<file path="src/rtl/edge_event_arbiter.sv">
// Edge-event arbiter: counts rising edges per input channel and hands the
// pending events one at a time, round-robin, to a single valid/ready consumer.
module edge_event_arbiter #(
    parameter int N     = 4,
    parameter int CNT_W = 3
) (
    input  logic                 clk,
    input  logic                 reset,
    input  logic [N-1:0]         X,
    input  logic                 evt_ready,
    input  logic                 clr_ovf,
    output logic                 evt_valid,
    output logic [$clog2(N)-1:0] evt_id,
    output logic [N-1:0]         ovf,
    output logic                 busy
);

    localparam int ID_W = $clog2(N);

    typedef enum logic {
        IDLE,
        OFFER
    } state_t;

    state_t             state;
    state_t             state_next;

    logic [N-1:0]       x_prev;
    logic [N-1:0]       rise;
    logic [CNT_W-1:0]   pend [N];
    logic [N-1:0]       req;
    logic [N-1:0]       take;
    logic [N-1:0]       drop;
    logic [ID_W-1:0]    rr_last;
    logic [ID_W-1:0]    sel;
    logic               any_pend;
    logic               load;
    logic               valid_next;
    logic [ID_W-1:0]    id_next;

    // Mealy edge detect: a rise is visible in the same cycle X goes high.
    always_comb begin
        rise = X & ~x_prev;
    end

    // Previous-input register feeding the edge detector.
    always_ff @(posedge clk or negedge reset) begin
        if (!reset) begin
            x_prev <= '0;
        end else begin
            x_prev <= X;
        end
    end

    // Request vector from registered counts only; this cycle's rise is not seen.
    always_comb begin
        for (int unsigned i = 0; i < N; i++) begin
            req[i] = (pend[i] != '0);
        end
    end

    // Round-robin pick: lowest requester above rr_last, else lowest requester overall.
    always_comb begin
        logic            got_hi;
        logic            got_any;
        logic [ID_W-1:0] sel_hi;
        logic [ID_W-1:0] sel_any;
        got_hi  = 1'b0;
        got_any = 1'b0;
        sel_hi  = '0;
        sel_any = '0;
        for (int unsigned i = 0; i < N; i++) begin
            if (req[i] && !got_any) begin
                got_any = 1'b1;
                sel_any = ID_W'(i);
            end
            if (req[i] && !got_hi && (ID_W'(i) > rr_last)) begin
                got_hi = 1'b1;
                sel_hi = ID_W'(i);
            end
        end
        sel      = got_hi ? sel_hi : sel_any;
        any_pend = got_any;
    end

    // FSM next state and next registered outputs; a load takes one pending event.
    always_comb begin
        state_next = state;
        load       = 1'b0;
        valid_next = evt_valid;
        id_next    = evt_id;
        unique case (state)
            IDLE: begin
                if (any_pend) begin
                    load       = 1'b1;
                    valid_next = 1'b1;
                    id_next    = sel;
                    state_next = OFFER;
                end
            end
            OFFER: begin
                if (evt_ready) begin
                    if (any_pend) begin
                        load       = 1'b1;
                        valid_next = 1'b1;
                        id_next    = sel;
                    end else begin
                        valid_next = 1'b0;
                        state_next = IDLE;
                    end
                end
            end
            default: begin
                state_next = IDLE;
                valid_next = 1'b0;
            end
        endcase
    end

    // Per-channel take strobe and saturation drop detection.
    always_comb begin
        for (int unsigned i = 0; i < N; i++) begin
            take[i] = load && (sel == ID_W'(i));
            drop[i] = rise[i] && !take[i] && (pend[i] == '1);
        end
    end

    // Pending counters: +rise -take, saturating at all-ones.
    always_ff @(posedge clk or negedge reset) begin
        if (!reset) begin
            for (int unsigned i = 0; i < N; i++) begin
                pend[i] <= '0;
            end
        end else begin
            for (int unsigned i = 0; i < N; i++) begin
                if (rise[i] && !take[i]) begin
                    if (pend[i] != '1) begin
                        pend[i] <= pend[i] + 1'b1;
                    end
                end else if (take[i] && !rise[i]) begin
                    pend[i] <= pend[i] - 1'b1;
                end
            end
        end
    end

    // Sticky overflow flags; a new drop beats a simultaneous clear.
    always_ff @(posedge clk or negedge reset) begin
        if (!reset) begin
            ovf <= '0;
        end else begin
            ovf <= (ovf & ~{N{clr_ovf}}) | drop;
        end
    end

    // FSM state, registered offer outputs and round-robin pointer.
    always_ff @(posedge clk or negedge reset) begin
        if (!reset) begin
            state     <= IDLE;
            evt_valid <= 1'b0;
            evt_id    <= '0;
            rr_last   <= ID_W'(N - 1);
        end else begin
            state     <= state_next;
            evt_valid <= valid_next;
            evt_id    <= id_next;
            if (load) begin
                rr_last <= sel;
            end
        end
    end

    // Busy while an offer is out or any event is still counted.
    always_comb begin
        busy = evt_valid | any_pend;
    end

endmodule
</file>
<file path="config.mk">
export PLATFORM = sky130hd
export DESIGN_NAME = edge_event_arbiter
export DESIGN_NICKNAME = d
export VERILOG_FILES = /design/src/rtl/edge_event_arbiter.sv
export SDC_FILE = /design/constraint.sdc
export NUM_CORES = 1
export LEC_CHECK = 0
export BUFFER_PORTS_ARGS = -buffer_cell sky130_fd_sc_hd__buf_2
export CORE_MARGIN = 1
export CORE_UTILIZATION = 30
export DETAILED_ROUTE_END_ITERATION = 8
export GPL_TIMING_DRIVEN = 0
export PLACE_DENSITY = 0.56
export SYNTH_ARGS = -nofsm -noshare
export SYNTH_HDL_FRONTEND = slang
export SYNTH_SLANG_ARGS = --single-unit
</file>
<file path="constraint.sdc">
create_clock -name clk -period 6.4 [get_ports clk]
set_input_delay 0 -clock clk [delete_from_list [all_inputs] [get_ports clk]]
set_output_delay 0 -clock clk [all_outputs]
set_load 0.01 [all_outputs]
</file>
-- Word-level counts from Yosys, hierarchy flattened
Index checks and enable logic that the tools add are counted.
- word-level logic and storage cells: 138
- input port bits: 8
- register bits after elaboration: 26
- output and inout port bits: 8
- add/sub/neg operators: 8
- reduce and logical (&&, ||, !) cells: 54
- multiplexer cells: 38
- equal/unequal tests: 17
- order comparisons: 4
- bitwise gates (word level): 7
- operators with widths (kind ; count):
    2-to-1 mux 3 bit ; 12
    logical AND 1 bit ; 26
    2-to-1 mux 1 bit ; 15
    logical NOT 1 bit ; 14
    2-to-1 mux 2 bit ; 7
    adder 3 x 1 -> 3 bit, second input constant ; 4
    equality test 3 bit, second input constant ; 4
    != test 3 bit, second input constant ; 4
    nonzero test 3 bit ; 4
    subtractor 3 x 1 -> 3 bit, second input constant ; 4
    AND reduction 2 bit ; 5
    AND 4 bit ; 2
    != test 2 x 1 -> 1 bit, second input constant ; 4
    NOT 4 bit ; 2
    nonzero test 2 bit ; 4
    case mux 1 bit (2 select lines) ; 3
    equality test 2 bit, second input constant ; 2
    > comparator 1 x 2 -> 1 bit, first input constant ; 2
    > comparator 2 bit, first input constant ; 2
    != test 2 bit, second input constant ; 2
    bitwise OR 4 bit ; 1
    case mux 2 bit (2 select lines) ; 1
    equality test 2 x 1 -> 1 bit, second input constant ; 1
    logical NOT 2 bit ; 1
    other kinds (2) ; 2

-- Depth between registers and ports, before layout
Gate-level depths: netlist (run 1).
- depth in word-level cells: 22
- depth in mapped cells: 10
- depth with buffers taken out: 9

-- Least setup slack after synthesis (run 1)
No wires, ideal clock.
- path kind: reg-to-reg
- start point: register pend[6] (netlist bit)
- end point: register pend[11] (netlist bit)
- buffers on the path: 0
- setup time: 90 ps
- period minus slack after synthesis: 2784 ps
- required time: 6310 ps
- stages on the path, launching flop included: 9
- arrival time: 2694 ps
- setup slack: 3616 ps
- path through: dfrtp_1 > or3_4 > a221oi_2 > nor2_1 > o2111ai_1 > nand2_1 > fa_1 > or4_1 > o221ai_1
- cells in the longest elaborated chain, start to end: 19
- elaborated cells between the ends (all ways): 39
- classes of those cells: 1 x eq/ne; 17 x mux; 21 x reduce/logical
- ends and longest elaborated chain (item ; line ; text):
    start, declared ; 30 ; logic [CNT_W-1:0] pend [N];
    start signal, assigned by index ; 138 ; pend[i] <= pend[i] + 1'b1;
    start signal, assigned by index ; 141 ; pend[i] <= pend[i] - 1'b1;
    nonzero test 3 bit (*) ; 58 ; req[i] = (pend[i] != '0);
    logical AND 1 bit (2 in a row) ; 77 ; if (req[i] && !got_hi && (ID_W'(i) > rr_last)) begin
    2-to-1 mux 1 bit ; 77 ;
    logical NOT 1 bit ; 77 ;
    logical AND 1 bit (2 in a row) ; 77 ;
    2-to-1 mux 1 bit ; 77 ;
    logical NOT 1 bit ; 77 ;
    logical AND 1 bit (2 in a row) ; 77 ;
    2-to-1 mux 2 bit or 2-to-1 mux 1 bit (tied branches) ; 77 ;
    2-to-1 mux 2 bit ; 82 ; sel = got_hi ? sel_hi : sel_any;
    logical NOT 2 bit ; 123 ; take[i] = load && (sel == ID_W'(i));
    logical AND 1 bit (*) ; 123 ;
    logical NOT 1 bit ; 136 ; if (rise[i] && !take[i]) begin
    logical AND 1 bit ; 136 ;
    != test 2 x 1 -> 1 bit (no source line) or nonzero test 2 bit (tied branches) ; -- ;
    AND reduction 2 bit (no source line) ; -- ;
Every way passes the cells marked *; elsewhere a longest branch is shown, timed or not.
A chain may end at the register's enable or synchronous reset.

-- Worst setup path in the final report (run 1)
Same ends and word-level chain as after synthesis.

==> results.toml, run 1 <==
[outcome]
status = "complete, no violations"

[floorplanning]
dieWidth_um = 71.9
ios = 16
num_rows = 25
die_height_um = 71.9
die_area_mm2 = 0.00518
start_util = 0.311
coreArea_mm2 = 0.00472

[logic_synthesis]
synthSimpleGateAreaFrac = 0.175
synthDistinctLibCells = 47
synth_xor_area_frac = 0.0239
synth_top_area_share = 0.409
synth.yosys.seq_area_share = 0.445
ys_top_cells_by_area = "dfrtp_1, fa_1, a21oi_1"
ys_warn_count = 0
synth_area_mm2 = 0.00147
synth_edf_count = 0
synth-compound-area-share = 0.243
synth_ff_type = "dfrtp_1"
synthCells = 143
syn_area_per_cell_um2 = 10.3
ys_seq_elements = 26
async_flop_share = 1.00
yosysTopAreaCell = "dfrtp_1"
syn_nets = 155
synth-adder-area-share = 0.0546
synth_top_family_by_area = "compound AO/OA/AOI/OAI gates"
synth.area.mux_share = 0.0290

[power_and_ir_drop]
share_comb_of_total_power = 0.470
power.switching_mw = 0.333
power.density_mw_per_mm2 = 450
p_int_mw = 0.442
ir_drop_v = 0.000134
switching_share = 0.429
power_frac_clock = 0.123
pwr-share-seq = 0.407
p_leak_nw = 0.682

[clock_network]
htreeDepth = 1
cts_tree = "done"
cts_buffer_depth = 2
cts_root_buf = "clkbuf_8"
clk_latency_ns = 0.27
clk_pin_slew_worst_paths_ns = 0.09
cts_made_buffers = 3
cts_sinks = 26

[global_routing]
grt.total_usage = 0.126
grt-ovfl-total = 0
antenna_found_initial = 0
grt_pass1_vias = 1202
grt_pass1_wl_um = 5290
grt_max_degree = 27

[drt]
drt_wl_total_um = 3040
vias_per_cell = 5.27
drt_first_pass_iters = 4
met1Wirelength_um = 1420
drtAntennaViolNets = 0
routed-wl-met3_um = 79
dr_wl_met2_um = 1490
top_layer_used = "met4"
wl_per_cell_um = 13.0
drc_errors = 0
drtIter0Drc = 65
num_vias = 1234

[critical_path]
cp-end-kind = "register"
crit_arrival_ns = 3.31
required_ns = 6.59
path_class = "register to register"
start_kind = "register"
crit_path_max_fanout = 9
rrSetupSlack_ns = 3.27

[sta]
setup_tns_ns = 0
setup_viol = 0
report.final.slew_viol_count = 0
fmax_mhz = 320
clock_skew_ns = 0.00680
worst_pin_slew_ns = 0.652
slew_headroom = 0.565
finalHoldViolations = 0
final.min_clock_period_ns = 3.13
rsz0062_at_grt = "no"
finalCritPeriodShare = 0.488

[placed_design]
dpl.cell_count = 225
place_congestion = 0.891
place.detailed.hpwl_um = 2270
portBuffers = 15

[final_layout]
drive_gt1_frac = 0.198
final_common_cell = "dfrtp_1"
final_cell_mix = "dfrtp_1, buf_2, nand2_1, a21oi_1, nand3_1"
nets = 180
n_antenna_cell = 0
stdcell_count = 234
syn_to_final_growth_pct = 17.3

[run]
cap_violations = 0

[hold_path]
hold_class = "primary input to register"
==> layout make-up <==
class / instances / area, um2
Clock buffer: 4 / 45.0
Tap cell: 67 / 83.8
Inverter: 8 / 30.0
Sequential cell: 26 / 653
Multi-Input combinational cell: 106 / 771
Buffer: 3 / 13.8
Timing Repair Buffer: 20 / 125
Fill cell: 475 / 3000
==> worst max-delay path: stages (launching register included) <==
cell and delay [ns]:
dfrtp_1 0.49, or3_4 0.47, a221oi_2 0.35, nor2_1 0.16, o2111ai_1 0.34, nand2_1 0.18, fa_1 0.45, or4_1 0.52
o221ai_1 0.08
==> metal layers <==
metal / GRT usage / up-vias
li1: - / 582
met1: 0.165 / 617
met2: 0.216 / 27
met3: 0.0153 / 8
met4: 0.0458 / 0
met5: 0 / -
==> synth_stat cells (2+ instances only) <==
master / count
a21boi_0: 2
a21oi_1: 11
a221oi_1: 2
a31o_2: 2
a31oi_1: 2
buf_2: 2
dfrtp_1: 24
dfstp_2: 2
fa_1: 4
inv_1: 8
mux2i_1: 2
nand2_1: 12
nand2b_1: 3
nand3_1: 9
nor2_1: 4
nor2b_1: 5
nor3_1: 2
o211ai_1: 3
o21a_1: 3
o21ai_0: 2
o21ai_1: 2
o221ai_1: 3
o22ai_1: 4
or3_1: 3
or3_4: 3
xor2_1: 3
==> final timing paths <==
path,end,from,cells past startpoint
min in group asynchronous,ovf[3],reset,2
hold reg to reg,evt_valid,state,1
hold / removal,ovf[2],clr_ovf,2
max in group asynchronous,rr_last[1],reset,2
setup / recovery,pend[11],pend[6],8
setup reg to reg,pend[11],pend[6],8
==> power groups by stage <==
stage	combinational, mW	clock (mW)	sequential [mW]
4_1_cts	0.363	0.0985	0.314
3_5_place_dp	0.358	0	0.316
6_report	0.364	0.0954	0.315
2_1_floorplan	0.278	0	0.304
5_1_grt	0.403	0.103	0.328
3_3_place_gp	0.340	0	0.310
==> kinds of logic after synthesis <==
kind of cell	after synthesis
flip-flops	26
AND/OR/NAND/NOR	46
AO/OA/AOI/OAI	49
buffers and inverters	11
XOR/XNOR	4
adder cells (fa/ha/maj)	4
multiplexers	3
==> flip-flops by register name, indices dropped and copies added (netlist names) <==
name       flops
pend          12
ovf            4
x_prev         4
evt_id         2
rr_last        2
evt_valid      1
state          1
==> through the flow <==
step	cell area, um2	worst slack (ns)	power, mW	hold WS (ns)	util
final	1720	3.27	0.775	0.00176	0.365
after detailed placement	1630	3.34	0.675	0.0378	0.344
after global placement	1630	3.40	0.650	0.0346	0.344
after global routing	1720	3.13	0.833	0.0307	0.365
after CTS	1720	3.31	0.775	0.00443	0.365
after floorplan	1470	3.62	0.583	-0.296	-
==> repair_timing <==
| action | CTS | global route |
|---|---|---|
| hold buffers | 5 | 0 |
| hold endpoints to repair | 28 | 0 |
| setup buffers | 0 | 0 |
| resized for setup | 0 | 0 |
No activity file was read; power rests on OpenSTA's default activity.
==> run 2, diff against run 1 <==
--- a/config.mk
+++ b/config.mk
@@ -10,7 +10,7 @@
 export CORE_UTILIZATION = 30
 export DETAILED_ROUTE_END_ITERATION = 8
 export GPL_TIMING_DRIVEN = 0
-export PLACE_DENSITY = 0.56
+export PLACE_DENSITY = 0.58
 export SYNTH_ARGS = -nofsm -noshare
 export SYNTH_HDL_FRONTEND = slang
 export SYNTH_SLANG_ARGS = --single-unit
==> constraint.sdc (replaced) <==
create_clock -name clk -period 2.6 [get_ports clk]
set_input_delay 0 -clock clk [delete_from_list [all_inputs] [get_ports clk]]
set_output_delay 0 -clock clk [all_outputs]
set_load 0.01 [all_outputs]
==> run 2 against run 1 <==
  * Sequential power up 140%
  * Utilization increased by 6.5 points
  * Sequential cell count did not move
  * Register-to-register slack got worse by 3.3 ns
  * Clock skew down 0.0035 ns
==> results.toml, run 2 (synthesis results as in run 1) <==
[sta]
setup_tns_ns = 0
finalHoldViolations = 0
finalCritPeriodShare = 0.998
report.final.slew_viol_count = 0
final.min_clock_period_ns = 2.60
worst_pin_slew_ns = 0.606
slew_headroom = 0.596
fmax_mhz = 385
rsz0062_at_grt = "yes"
setup_viol = 0
clock_skew_ns = 0.00327

[critical_path]
worst_path_largest_cell_delay_ns = 0.47
path_cells = "or3_1 > buf_2 > o41a_1 > o21ai_2 > o21ai_2 > fa_2 > mux2i_4 > xor2_1"
required_ns = 2.76
cp_common_cell = "o21ai_2"
rr_startpoint = "pend[10]"
path_class = "register to register"
cp.buffers_inverters = 1
start_kind = "register"
critical_path.top_delay_family = "compound AO/OA/AOI/OAI gates"
crit_path_max_fanout = 7
slowest_stage = "o41a_1"
crit_start = "pend[10]"
crit_arrival_ns = 2.76
cp-end-kind = "register"

[hold_path]
hp-start = "evt_ready"
hold_class = "primary input to register"

[drt]
wl_per_cell_um = 13.2
vias_per_cell = 5.12
drt_wl_total_um = 3370
drc_errors = 0
drtAntennaViolNets = 0
drtIter0Drc = 83
drt_first_pass_iters = 4
num_vias = 1310

[clock_network]
htreeDepth = 1
cts_buffer_depth = 2
cts_sinks = 26
cts_tree = "done"
cts_made_buffers = 3
clk_pin_slew_worst_paths_ns = 0.09
clk_latency_ns = 0.27
cts_root_buf = "clkbuf_8"

[power_and_ir_drop]
ir_drop_v = 0.000685
power.density_mw_per_mm2 = 1180
p_leak_nw = 0.809
total_power_mw = 2.39

[final_layout]
syn_to_final_growth_pct = 38.1
n_antenna_cell = 0
largest-register = "pend"
stdcell_count = 256
largest_reg_flops = 12
fillers = 453
drive_gt1_frac = 0.392
reg_top3 = "pend: 12 flops, ovf: 4 flops, x_prev: 4 flops"
nets = 202
final_common_cell = "buf_4"
final_cell_mix = "buf_4, dfrtp_1, buf_2, a21oi_1, nand2_1"

[placed_design]
place.detailed.hpwl_um = 2220
place_congestion = 0.784
portBuffers = 15
dpl.cell_count = 225

[floorplanning]
die_height_um = 71.9
dieWidth_um = 71.9
num_rows = 25
die_area_mm2 = 0.00518
coreArea_mm2 = 0.00472
start_util = 0.311
ios = 16

[global_routing]
grt_max_degree = 27
grt_pass1_vias = 1190
grt_pass1_wl_um = 5290
grt.total_usage = 0.132
antenna_found_initial = 0
grt-ovfl-total = 0

[run]
cap_violations = 0

[outcome]
status = "complete, no violations"
[run 2: cell types whose count changed in the layout (fill, tap and decap cells not counted), moves of 2 or more]
cell	change
o21ai_2	+2
buf_4	+21
fa_1	-3
nor3_4	+2
dfrtp_1	-5
nor3_1	-2
fa_2	+3
o21ai_1	-2
dfrtp_2	+5
[run 2: repair_timing]
| action | in CTS | in global routing |
|---|---|---|
| hold buffers | 6 | 0 |
| endpoints found under the hold margin | 30 | 0 |
| setup buffers | 10 | 11 |
| pin swaps | 4 | 6 |
| gates resized for setup | 16 | 4 |
| endpoints found under the setup margin | 8 | 8 |
[run 2: metrics by stage]
stage,area [um2],util,hold WS (ns),worst slack [ns]
floorplan,1500,-,-0.296,0.00585
finish,2030,0.429,0.0471,0.00450
global route,2030,0.429,0.0651,-0.0923
global placement,1660,0.352,0.0357,-0.152
CTS,1920,0.407,0.0502,-0.0362
detailed placement,1660,0.352,0.0525,-0.263
[run 2: metal layers]
layer / track usage / wire (um)
met4: 0.0458 / 64
met3: 0.0333 / 105
met1: 0.169 / 1580
met5: 0 / 0
met2: 0.217 / 1630
[run 2: worst paths after layout]
kind	endpoint	slack, ns	cells past startpoint
max	pend[5]	0.004	8
min	evt_valid	0.05	4
max reg2reg	pend[5]	0.004	8
min reg2reg	evt_valid	0.48	1
max in group asynchronous	pend[9]	1.90	2
min in group asynchronous	ovf[3]	0.27	2
[run 2: layout make-up]
| cell class | count | area, um2 | share of cell area |
|---|---|---|---|
| Multi-Input combinational cell | 106 | 892 | 0.440 |
| Sequential cell | 26 | 659 | 0.325 |
| Timing Repair Buffer | 42 | 293 | 0.144 |
| Tap cell | 67 | 83.8 | 0.0414 |
| Clock buffer | 4 | 55.1 | 0.0272 |
| Inverter | 8 | 30.0 | 0.0148 |
| Buffer | 3 | 13.8 | 0.00679 |
[run 2: worst reg2reg max path, cell delays in order, from the launching register on]
cell	delay [ns]
dfrtp_2	0.46
or3_1	0.35
buf_2	0.19
o41a_1	0.47
o21ai_2	0.16
o21ai_2	0.13
fa_2	0.38
mux2i_4	0.19
xor2_1	0.16
[run 2: power breakdown]
| group | total, mW | internal (mW) | switching, mW | leakage (nW) |
|---|---|---|---|---|
| combinational | 1.37 | 0.682 | 0.689 | 0.484 |
| clock | 0.266 | 0.136 | 0.131 | 0.0288 |
| sequential | 0.752 | 0.571 | 0.181 | 0.296 |
